### src/rtl/ram_fill_pkg.sv
// Shared types for the RAM fill engine: fill pattern selector and FSM state encoding.
package ram_fill_pkg;

    typedef enum logic [1:0] {
        IDENTITY = 2'd0,
        CONST    = 2'd1,
        OFFSET   = 2'd2,
        DESCEND  = 2'd3
    } fill_mode_e;

    typedef enum logic [1:0] {
        IDLE  = 2'd0,
        WRITE = 2'd1,
        DONE  = 2'd2
    } fill_state_e;

endpackage

### src/rtl/ram_fill_datagen.sv
// Combinational data-pattern generator: maps (mode, address, write index, seed) to a RAM word.
module ram_fill_datagen
    import ram_fill_pkg::*;
#(
    parameter int ADDR_W = 8,
    parameter int DATA_W = 8
) (
    input  fill_mode_e         mode,
    input  logic [ADDR_W-1:0]  addr,
    input  logic [ADDR_W:0]    k,
    input  logic [DATA_W-1:0]  fill_value,
    output logic [DATA_W-1:0]  data
);

    logic [ADDR_W-1:0] w_desc_addr;

    // 2^ADDR_W - 1 - A is the bitwise complement of A within ADDR_W bits.
    assign w_desc_addr = ~addr;

    always_comb begin
        data = '0;
        case (mode)
            IDENTITY: data = DATA_W'(addr);
            CONST:    data = fill_value;
            OFFSET:   data = fill_value + DATA_W'(k);
            DESCEND:  data = DATA_W'(w_desc_addr);
            default:  data = '0;
        endcase
    end

endmodule

### src/rtl/ram_fill_engine.sv
// Fills an inclusive, wrap-around address range of a RAM with a selectable pattern,
// one word per non-stalled cycle, using a start/finished 4-phase handshake.
module ram_fill_engine
    import ram_fill_pkg::*;
#(
    parameter int ADDR_W = 8,
    parameter int DATA_W = 8
) (
    input  logic              clk,
    input  logic              reset,
    input  logic              start,
    input  logic [1:0]        mode,
    input  logic [ADDR_W-1:0] base_addr,
    input  logic [ADDR_W-1:0] last_addr,
    input  logic [DATA_W-1:0] fill_value,
    input  logic              stall,
    output logic              write_enable,
    output logic [ADDR_W-1:0] address,
    output logic [DATA_W-1:0] ram_in,
    output logic              finished,
    output logic              busy,
    output logic [1:0]        state
);

    fill_state_e       r_state, w_state_next;
    fill_mode_e        r_mode, w_mode_next;
    logic [DATA_W-1:0] r_fill, w_fill_next;
    logic [ADDR_W:0]   r_k, w_k_next;
    logic [ADDR_W:0]   r_kmax, w_kmax_next;
    logic              r_we, w_we_next;
    logic [ADDR_W-1:0] r_addr, w_addr_next;
    logic [DATA_W-1:0] r_data, w_data_next;
    logic              r_finished, w_finished_next;
    logic              r_busy, w_busy_next;

    fill_mode_e        w_gen_mode;
    logic [ADDR_W-1:0] w_gen_addr;
    logic [ADDR_W:0]   w_gen_k;
    logic [DATA_W-1:0] w_gen_fill;
    logic [DATA_W-1:0] w_gen_data;
    logic              w_in_idle;

    // The generator sees the live config at accept, and the next write's operands in WRITE.
    assign w_in_idle  = (r_state == IDLE);
    assign w_gen_mode = w_in_idle ? fill_mode_e'(mode) : r_mode;
    assign w_gen_addr = w_in_idle ? base_addr : r_addr + ADDR_W'(1);
    assign w_gen_k    = w_in_idle ? '0 : r_k + (ADDR_W+1)'(1);
    assign w_gen_fill = w_in_idle ? fill_value : r_fill;

    ram_fill_datagen #(
        .ADDR_W (ADDR_W),
        .DATA_W (DATA_W)
    ) u_datagen (
        .mode       (w_gen_mode),
        .addr       (w_gen_addr),
        .k          (w_gen_k),
        .fill_value (w_gen_fill),
        .data       (w_gen_data)
    );

    always_ff @(posedge clk or negedge reset) begin
        if (!reset) begin
            r_state    <= IDLE;
            r_mode     <= IDENTITY;
            r_fill     <= '0;
            r_k        <= '0;
            r_kmax     <= '0;
            r_we       <= 1'b0;
            r_addr     <= '0;
            r_data     <= '0;
            r_finished <= 1'b0;
            r_busy     <= 1'b0;
        end else begin
            r_state    <= w_state_next;
            r_mode     <= w_mode_next;
            r_fill     <= w_fill_next;
            r_k        <= w_k_next;
            r_kmax     <= w_kmax_next;
            r_we       <= w_we_next;
            r_addr     <= w_addr_next;
            r_data     <= w_data_next;
            r_finished <= w_finished_next;
            r_busy     <= w_busy_next;
        end
    end

    always_comb begin
        w_state_next    = r_state;
        w_mode_next     = r_mode;
        w_fill_next     = r_fill;
        w_k_next        = r_k;
        w_kmax_next     = r_kmax;
        w_addr_next     = r_addr;
        w_data_next     = r_data;
        w_we_next       = 1'b0;
        w_finished_next = 1'b0;
        w_busy_next     = 1'b0;
        case (r_state)
            IDLE: begin
                if (start) begin
                    w_mode_next  = fill_mode_e'(mode);
                    w_fill_next  = fill_value;
                    // Last index N-1 = (last - base) mod 2^ADDR_W, so N spans 1..2^ADDR_W.
                    w_kmax_next  = {1'b0, last_addr - base_addr};
                    w_k_next     = '0;
                    w_addr_next  = base_addr;
                    w_data_next  = w_gen_data;
                    w_we_next    = 1'b1;
                    w_busy_next  = 1'b1;
                    w_state_next = WRITE;
                end
            end
            WRITE: begin
                w_busy_next = 1'b1;
                if (!stall) begin
                    if (r_k == r_kmax) begin
                        w_state_next    = DONE;
                        w_finished_next = 1'b1;
                        w_busy_next     = 1'b0;
                    end else begin
                        w_k_next    = w_gen_k;
                        w_addr_next = w_gen_addr;
                        w_data_next = w_gen_data;
                        w_we_next   = 1'b1;
                    end
                end
            end
            DONE: begin
                if (start) begin
                    w_finished_next = 1'b1;
                end else begin
                    w_state_next = IDLE;
                end
            end
            default: begin
                w_state_next = IDLE;
            end
        endcase
    end

    assign write_enable = r_we;
    assign address      = r_addr;
    assign ram_in       = r_data;
    assign finished     = r_finished;
    assign busy         = r_busy;
    assign state        = r_state;

endmodule
### config.mk
export PLATFORM = sky130hd
export DESIGN_NAME = ram_fill_engine
export DESIGN_NICKNAME = d
export VERILOG_FILES = /design/src/rtl/ram_fill_pkg.sv /design/src/rtl/ram_fill_datagen.sv /design/src/rtl/ram_fill_engine.sv
export SDC_FILE = /design/constraint.sdc
export NUM_CORES = 1
export LEC_CHECK = 0
export BUFFER_PORTS_ARGS = -buffer_cell sky130_fd_sc_hd__buf_4
export CORE_MARGIN = 2
export CORE_UTILIZATION = 53
export CTS_CLUSTER_SIZE = 8
export DETAILED_ROUTE_END_ITERATION = 12
export PLACE_DENSITY = 0.78
export SYNTH_ARGS = -nofsm -noshare
export SYNTH_HDL_FRONTEND = slang
export SYNTH_HIERARCHICAL = 1
export SYNTH_SLANG_ARGS = --single-unit
### constraint.sdc
create_clock -name clk -period 3.7 [get_ports clk]
set_input_delay 0.185 -clock clk [delete_from_list [all_inputs] [get_ports clk]]
set_output_delay 0.185 -clock clk [all_outputs]
set_load 0.01 [all_outputs]
==> metrics, run 1 <==
status finished clean; Multi-input gate area 2240 sq um; Hold Vio Cnt, Final 0; final setup violation count 0; unrepaired setup endpoints after global routing false; Clock Skew 0.00736 ns; DRT antenna net count 0; min-delay src fill_value[5]; RD Place Congestion 0.880; vias per cell 5.97; internal power 0.00207 W; reg-to-reg startpoint state[1]; WS Path Type flip-flop to flip-flop; Total Routed Length approximately 8400 um; Post-Syn Area per Cell 9.30 sq um; cts bufs inserted 5; Starting Density 54.0%; Critical Path Start state[1]; CP required around 3.9 ns; crit path time final between 3 and 4 ns; DIE HEIGHT 86.5 um; pins over their slew limit 0; post-DP HPWL between 6000 and 7000 um; switching power share of the total 41.7%; routed vias between 3000 and 4000; FMAX about 320 MHz; Root Buffer clkbuf_8; Worst-Margin Slew 0.674 ns; WP data arrival 3.29 ns; worst skew pair latency roughly 0.31 ns; antenna cells 0; # DRC 0; vias in the first global route 2967; fin crit share 83.6%; number of max-cap violations 0; I/O pin count slightly above 50; Pwr Total 0.00356 W; power per cell area 853 nW/um^2; die area 7490 sq um; Post-CTS Setup Inserts 0; Clock Power Share 14.7%; FP Rows 30; min-delay worst type primary input to flip-flop; global-route wire length before repair 14100 um; CP Max Fanout 11; DR pass1 iterations 4; crit start category flip-flop; hold_ws roughly 0.12 ns; Seq. cell area 1200 sq um; Area growth, synth to finish 15.5%; Peak VDD IR 0.457 mV; largest net degree at the start of global routing 49; share of cells above drive strength 1 26.0%; synth warn 6; sequential fraction of design power 26.3%; Psw between 0.001 and 0.0015 W; relative slew slack 54.9%; Clock Sinks 48; initial DRC count between 100 and 150; post-synthesis cell area ~3600 sq um; clock slew at reported path FFs 0.09 ns; Post-layout nets 480; clock buffer depth 2; P_leak between 1.5 and 2 nW; # fillers 584; Hold Buf Count CTS 1; TNS Setup 0 ns; CP endpoint kind flip-flop; WL/cell 16.6 um; number of antenna violations at the first check in global routing 0; All-Layer GR Usage 23.8%; Synth Instances between 300 and 400; total gr overflow 0; Core ar. 6680 sq um; # resized after CTS 0; CTS tree built; Buffers on Ports 50; Die Width 86.5 um; Logic pwr share just under 60%; Syn Nets ~440; htree depth 2
## per-layer routing
metal  global-route usage, %  part of all wire, %  vias to the layer above
met5                       0                    0                        -
met4                    7.39                  1.8                        0
met3                    4.38                  4.7                       12
met2                    41.0                   49                       77
met1                    30.3                   44                     1467
li1                        -                    -                     1491
## metrics by stage
step	setup WS (ns)	utilization (%)	area (sq um)	std cells
floorplan	0.148	-	3610	388
global placement	0.719	59.9	4000	501
detailed placement	0.612	59.9	4000	501
CTS	0.590	62.4	4170	510
global route	0.379	62.4	4170	510
finish	0.605	62.4	4170	510
## flip-flops by register name, indices dropped and copies added, names as in the netlist
register	count
address	8
busy	1
finished	1
r_fill	8
r_k	9
r_kmax	8
r_mode	2
ram_in	8
state	2
write_enable	1
## critical path: stages (launching register included)
cell      delay [ns]
dfrtp_1         0.43
inv_1           0.10
ha_1            0.22
buf_4           0.22
mux2_2          0.39
fa_1            0.49
a211oi_1        0.33
o21bai_1        0.12
a21oi_1         0.17
xor2_1          0.16
o21ai_1         0.09
mux2_4          0.27
## power by group through the flow
stage,Sequential [W],Clock (W),Combinational (W)
floorplan,0.000951,0,0.00157
global placement,0.000935,0,0.00204
detailed placement,0.000943,0,0.00209
CTS,0.000932,0.000534,0.00211
global route,0.000962,0.000550,0.00234
finish,0.000936,0.000522,0.00210
## final cells by class
class                   instances  share of cell area (%)
clock buffers                   5                    1.65
clock inverters                 3                    2.16
inverters                      14                    1.26
multi-input cells             305                    53.7
flip-flops and latches         48                    28.8
well taps                      80                    2.40
repair buffers                 55                    9.97
## path summary, 6_finish.rpt
check                             end  slack (ns)  cells past startpoint
setup / recovery            ram_in[6]        0.61                     11
hold / removal              r_fill[5]        0.12                      2
setup reg to reg            ram_in[6]        0.61                     11
hold reg to reg             r_kmax[4]        0.51                      2
max in group asynchronous  address[5]        2.84                      2
min in group asynchronous   r_fill[7]        0.44                      2
## cell usage in the layout, fill, tap and decap left out, drive strengths merged, types with 5 or more instances in the layout
cell type and n:
a21oi 21, and3 7, dfrtp 48, xnor2 15, a211oi 8, buf 54
mux2 33, a21o 8, clkbuf 5, nand2b 6, nor3 7, xor2 11
ha 19, o21ai 33, nand3 19, nand2 32, inv 14, nor2 19
nor2b 7, nor4 7
No activity file was read; power rests on OpenSTA's default activity.
==> inputs of run 2 (changes only) <==
ABC_AREA = 1   (was not set)
CORE_UTILIZATION = 57   (was 53)
PLACE_DENSITY = 0.79   (was 0.78)
clock period = 3.15 ns   (was 3.7 ns; I/O delays follow)
==> run 2 against run 1 <==
Effect of this change: first-iteration DRC count is 86% higher; fmax rose by 9.2%; synthesized cell count rose by 37%; largest cell class unchanged; sequential power rose by 14%; sequential cell count stayed put; area after synthesis is 1.1% lower; die area fell by 7.6%; sequential share of layout area rose by 0.38 points; power rose by 8.0%; clock power decreased by 15%; cell area is 1.3% lower.
==> metrics, run 2 <==
I/O pin count 51; GRT busiest layer met2; Syn Nets just under 600; unique cell type count in the Yosys netlist 34; htree depth 2; Synth Instances 532; most frequent cell after synthesis nand2_1; Area growth, synth to finish 15.2%; WS Path Type flip-flop to flip-flop; Seq/Total Area, Yosys 33.6%; Synth Flop Type dfrtp_1; Clock Sinks 48; share of cells above drive strength 1 14.0%; WL/cell 13.9 um; post-place instance area 3990 sq um; Peak VDD IR 0.562 mV; WP data arrival around 3 ns; vias in the first global route between 3000 and 4000; top cells by count, synth 181 x nand2_1, 69 x inv_1, 52 x nand3_1, 48 x dfrtp_1, 46 x o21ai_0; clock slew at reported path FFs roughly 0.09 ns; largest area contributor in the netlist dfrtp_1; worst hold stages 2; mux cell area share after synthesis 0%; Hold Buf Count CTS 1; slack of the worst reg-to-reg path approximately 0.32 ns; antenna cells 0; relative slew slack approximately half; Starting Density 59.6%; RD Place Congestion 0.963; crit path time final approximately 2.8 ns; unrepaired setup endpoints after global routing false; DRT antenna net count 0; Post-layout nets 630; Total Routed Length between 9000 and 10000 um; Logic pwr share 60.5%; final setup violation count 0; die area just under 7000 sq um; Buffers on Ports 50; largest family of logic cells by synthesized area simple AND/OR/NAND/NOR gates; CP Max Fanout 37; adder-cell share of the synthesized area 7.78%; # resized after CTS 0; Clock Power Share a little under an eighth; post-synthesis cell area 3570 sq um; met1 usage between 30% and 40%; CTS tree built; Seq. cell area ~1200 sq um; Yosys reg bits 48; Hold Vio Cnt, Final 0; crit start category flip-flop; Yosys top cell area share between 30% and 40%; min-delay src stall; number of antenna violations at the first check in global routing 0; Top reg by flops r_k; Multi-input gate area 2010 sq um; Compound-Gate Fraction of Synth Area 11.7%; FMAX 353 MHz; switching power share of the total 49.2%; Pwr Total 0.00384 W; Post-CTS Setup Inserts 0; top cells by area, synth dfrtp_1 34%, nand2_1 19%, nand3_1 7.3%; clock buffer depth 2; largest net degree at the start of global routing 49; met2 Use GR 42.9%; vias per cell 5.34; reg-to-reg startpoint state[0]; Worst Reg2Reg Path Length in Cells 13; Psw 0.00189 W; # DRC 0; pins over their slew limit 0; TNS Setup 0 ns; fin crit share 90.0%; Worst-Margin Slew 0.765 ns; cts bufs inserted 5; CP required approximately 3.4 ns; RR Endpoint ram_in[4]; CP endpoint kind flip-flop; total gr overflow 0; initial DRC count 206; post-synthesis xor/xnor area fraction 1.96%; Core ar. 5990 sq um; commonest non-fill, non-tap cell in the layout nand2_1; post-route cell area 4110 sq um; min-delay worst type primary input to flip-flop; worst skew pair latency approximately 0.31 ns; Hold Path End write_enable; Clock Skew about 0.0086 ns; asr flop ratio synth 100%; Root Buffer clkbuf_8; sequential fraction of design power 27.9%; commonest non-fill, non-tap cells in the layout 181 x nand2_1, 69 x inv_1, 54 x buf_4; P_leak around 2.3 nW; post-DP HPWL 6870 um; FP Rows 28; Final Instance Count excl. Fillers 655; Die Width 83.2 um; status finished clean; DR pass1 iterations 6; power per cell area roughly 930 nW/um^2; DIE HEIGHT 83.2 um; number of max-cap violations 0; Synth Area in Simple Gates 34.9%; met3 Use GR 4.17%; EDFF count, synth 0; synth warn 6; max FFs per register 9; All-Layer GR Usage 26.7%; # fillers 553; internal power about 0.0019 W; routed vias approximately 3500; Cells after DPL 646; global-route wire length before repair 15200 um; Post-Syn Area per Cell 6.71 sq um
## run 2: worst max-delay path: stages (launching register included)
cell     delay (ns)
dfrtp_1        0.41
inv_1          0.09
ha_1           0.22
inv_2          0.41
o21ai_0        0.23
ha_1           0.28
fa_1           0.41
nand3_1        0.10
nand2_1        0.08
or2_1          0.21
nand3_1        0.07
a21oi_1        0.06
nand3_1        0.08
nand2_1        0.06
## run 2: kinds of logic after synthesis
group,after synthesis
and+or+nand+nor,288
AOI/OAI and AO/OA,77
adders and majority gates,21
buffers and inverters,90
DFF,48
xor gates and xnor gates,8
## run 2: per-layer routing
layer	up-vias	share of wire (%)
met2	110	46
met1	1581	48
met4	0	1.0
met3	11	4.8
met5	-	0
li1	1794	-
## run 2: per-stage QoR
stage                     setup WS [ns]  util, %  hold WS, ns
final                             0.317     68.7       0.0719
after CTS                         0.304     68.7       0.0568
after global routing             0.0114     68.7       0.0668
after floorplan                   0.497        -       -0.138
after detailed placement          0.342     66.6        0.219
after global placement            0.456     66.6        0.221
## run 2: layout make-up
class,count,share of cell area (%)
clock inverters,3,1.03
multi-input cells,394,48.9
inverters,75,6.84
well taps,75,2.28
clock buffers,5,1.67
flip-flops and latches,48,29.2
repair buffers,55,10.1
## run 2: how the worst max path moves through the flow
stage                     startpoint        end  slack (ns)
after floorplan             state[0]  ram_in[4]        0.50
after global placement      state[0]  ram_in[4]        0.46
after detailed placement    state[0]  ram_in[4]        0.34
after CTS                   state[0]  ram_in[4]        0.30
after global routing        state[0]  ram_in[4]        0.01
final                       state[0]  ram_in[4]        0.32
## run 2: power groups by stage
stage / clock network, W / registers [W] / logic [W]
after floorplan: 0 / 0.00109 / 0.00161
after global placement: 0 / 0.00107 / 0.00224
after detailed placement: 0 / 0.00108 / 0.00230
after CTS: 0.000463 / 0.00107 / 0.00231
after global routing: 0.000483 / 0.00110 / 0.00261
final: 0.000444 / 0.00107 / 0.00232
==> inputs of run 3 (changes only) <==
CAP_MARGIN = 20   (was not set)
RECOVER_POWER = 50   (was not set)
==> run 3 against run 2 <==
Effect of this change: worst hold slack is essentially flat; combinational power shrank 2%; fmax is essentially flat; register-to-register slack is essentially flat; global-route usage is the same; cell area shrank 0.97%; core utilization shrank 0.67 points; routed wire length shrank 0.16%; count of clock-buffer cells in the layout is the same; sequential cell count is the same.
==> metrics, run 3 (synthesized netlist as in run 2, its figures left out) <==
Post-layout nets 630; share of cells above drive strength 1 ~12%; Peak VDD IR 0.544 mV; FP Rows 28; slowest stage cell, crit path dfrtp_1; number of antenna violations at the first check in global routing 0; hold_ws 0.0723 ns; # resized after CTS 0; Starting Density 59.6%; RR Endpoint ram_in[4]; clock buffer depth 2; CP bufs+invs 2; WS Path Type flip-flop to flip-flop; # DRC 0; DIE HEIGHT 83.2 um; min-delay worst type primary input to flip-flop; DRT met1 WL 4390 um; final setup violation count 0; Buffers on Ports 50; All-Layer GR Usage 26.7%; CP cell instances inv_1 -> ha_1 -> inv_2 -> o21ai_0 -> ha_1 -> fa_1 -> nand3_1 -> nand2_1 -> or2_1 -> nand3_1 -> a21oi_1 -> nand3_1 -> nand2_1; Post-CTS Setup Inserts 0; Die Width 83.2 um; DR pass1 iterations 5; Most Frequent Cell on Critical Path nand3_1; worst hold stages 2; Largest stage delay, worst path 0.41 ns; FMAX 353 MHz; power per cell area ~930 nW/um^2; Top delay family on crit path adder cells; Hold Path End write_enable; pins over their slew limit 0; P_leak 2.21 nW; sequential fraction of design power 28.2%; Psw 0.00189 W; # fillers between 500 and 600; number of max-cap violations 0; Hold Vio Cnt, Final 0; critical path depth in cells 13; worst skew pair latency 0.31 ns; reg-to-reg startpoint state[0]; CP required 3.35 ns; Worst Reg2Reg Path Length in Cells 13; largest net degree at the start of global routing 49; Core ar. ~6000 sq um; commonest non-fill, non-tap cell in the layout nand2_1; vias per cell roughly 5.3; unrepaired setup endpoints after global routing false; post-place instance area 3990 sq um; Routed met3 length 451 um; Hold Buf Count CTS 1; vias in the first global route 3275; Area growth, synth to finish 14.1%; Clock Power Share 11.7%; Clock Skew approximately 0.0089 ns; Clock Sinks 48; fin crit share 89.9%; cts bufs inserted 5; crit path time final 2.83 ns; internal power around 0.0019 W; I/O pin count 51; max FFs per register 9; crit start category flip-flop; CP endpoint kind flip-flop; CP Max Fanout 37; Worst-Margin Slew 1.20 ns; DRT antenna net count 0; commonest non-fill, non-tap cells in the layout 181 x nand2_1, 69 x inv_1, 52 x nand3_1; RD Place Congestion 0.963; CTS tree built; total gr overflow 0; clock slew at reported path FFs ~0.090 ns; Top reg by flops r_k; TNS Setup 0 ns; post-DP HPWL ~6900 um; Logic pwr share 60.1%; global-route wire length before repair 15200 um; Top Layer Used met4; post-route cell area about 4000 sq um; Total Routed Length 9120 um; status finished clean; switching power share of the total 49.9%; relative slew slack between 10% and 20%; WP data arrival 3.03 ns; initial DRC count 257; htree depth 2; WL/cell 13.9 um; antenna cells 0; met2 WL 4180 um; die area 6910 sq um; Root Buffer clkbuf_8; routed vias 3490; min-delay src stall; slack of the worst reg-to-reg path 0.32 ns
==> run 3: cell count changes in the layout (fill, tap and decap cells not counted) <==
cell / before / now
buf_4: 54 / 43
clkbuf_1: 0 / 10
clkbuf_2: 0 / 1
==> run 3: worst max-delay path by stage <==
| stage | start | to | slack (ns) |
|---|---|---|---|
| 2_1_floorplan | state[0] | ram_in[4] | 0.50 |
| 3_3_place_gp | state[0] | ram_in[4] | 0.46 |
| 3_5_place_dp | state[0] | ram_in[4] | 0.34 |
| 4_1_cts | state[0] | ram_in[4] | 0.30 |
| 5_1_grt | state[0] | ram_in[4] | 0.01 |
| 6_report | state[0] | ram_in[4] | 0.32 |
==> run 3: power by group through the flow <==
stage / logic (W) / clock network [W] / registers, W
2_1_floorplan: 0.00161 / 0 / 0.00109
3_5_place_dp: 0.00230 / 0 / 0.00108
3_3_place_gp: 0.00224 / 0 / 0.00107
6_report: 0.00228 / 0.000445 / 0.00107
4_1_cts: 0.00231 / 0.000463 / 0.00107
5_1_grt: 0.00257 / 0.000483 / 0.00110
==> run 3: per-layer routing <==
metal,GRT usage (%),up-vias
li1,-,1792
met1,38.0,1584
met2,42.9,103
met3,4.17,11
met4,6.71,0
met5,0,-
==> run 3: per-stage QoR <==
step                utilization [%]  instances  setup slack, ns  total power (W)
floorplan                         -        532            0.497          0.00270
global placement               66.6        646            0.456          0.00332
detailed placement             66.6        646            0.342          0.00338
CTS                            68.7        655            0.304          0.00384
global route                   68.0        655           0.0114          0.00415
finish                         68.0        655            0.319          0.00380
==> run 3: final cells by class <==
type                       count  area (sq um)  share of cell area (%)
timing repair buffer          55           375                    9.21
clock inverter                 3          42.5                    1.04
tap                           75          93.8                    2.30
inverter                      75           282                    6.91
sequential                    48          1200                    29.5
clock buffer                   5          68.8                    1.69
multi-input combinational    394          2010                    49.4
==> run 3: worst register-to-register path, cell delays in order (launching register included) <==
cell and delay, ns:
dfrtp_1 0.41, inv_1 0.08, ha_1 0.22, inv_2 0.40
o21ai_0 0.24, ha_1 0.29, fa_1 0.41, nand3_1 0.10
nand2_1 0.08, or2_1 0.21, nand3_1 0.07, a21oi_1 0.06
nand3_1 0.08, nand2_1 0.06
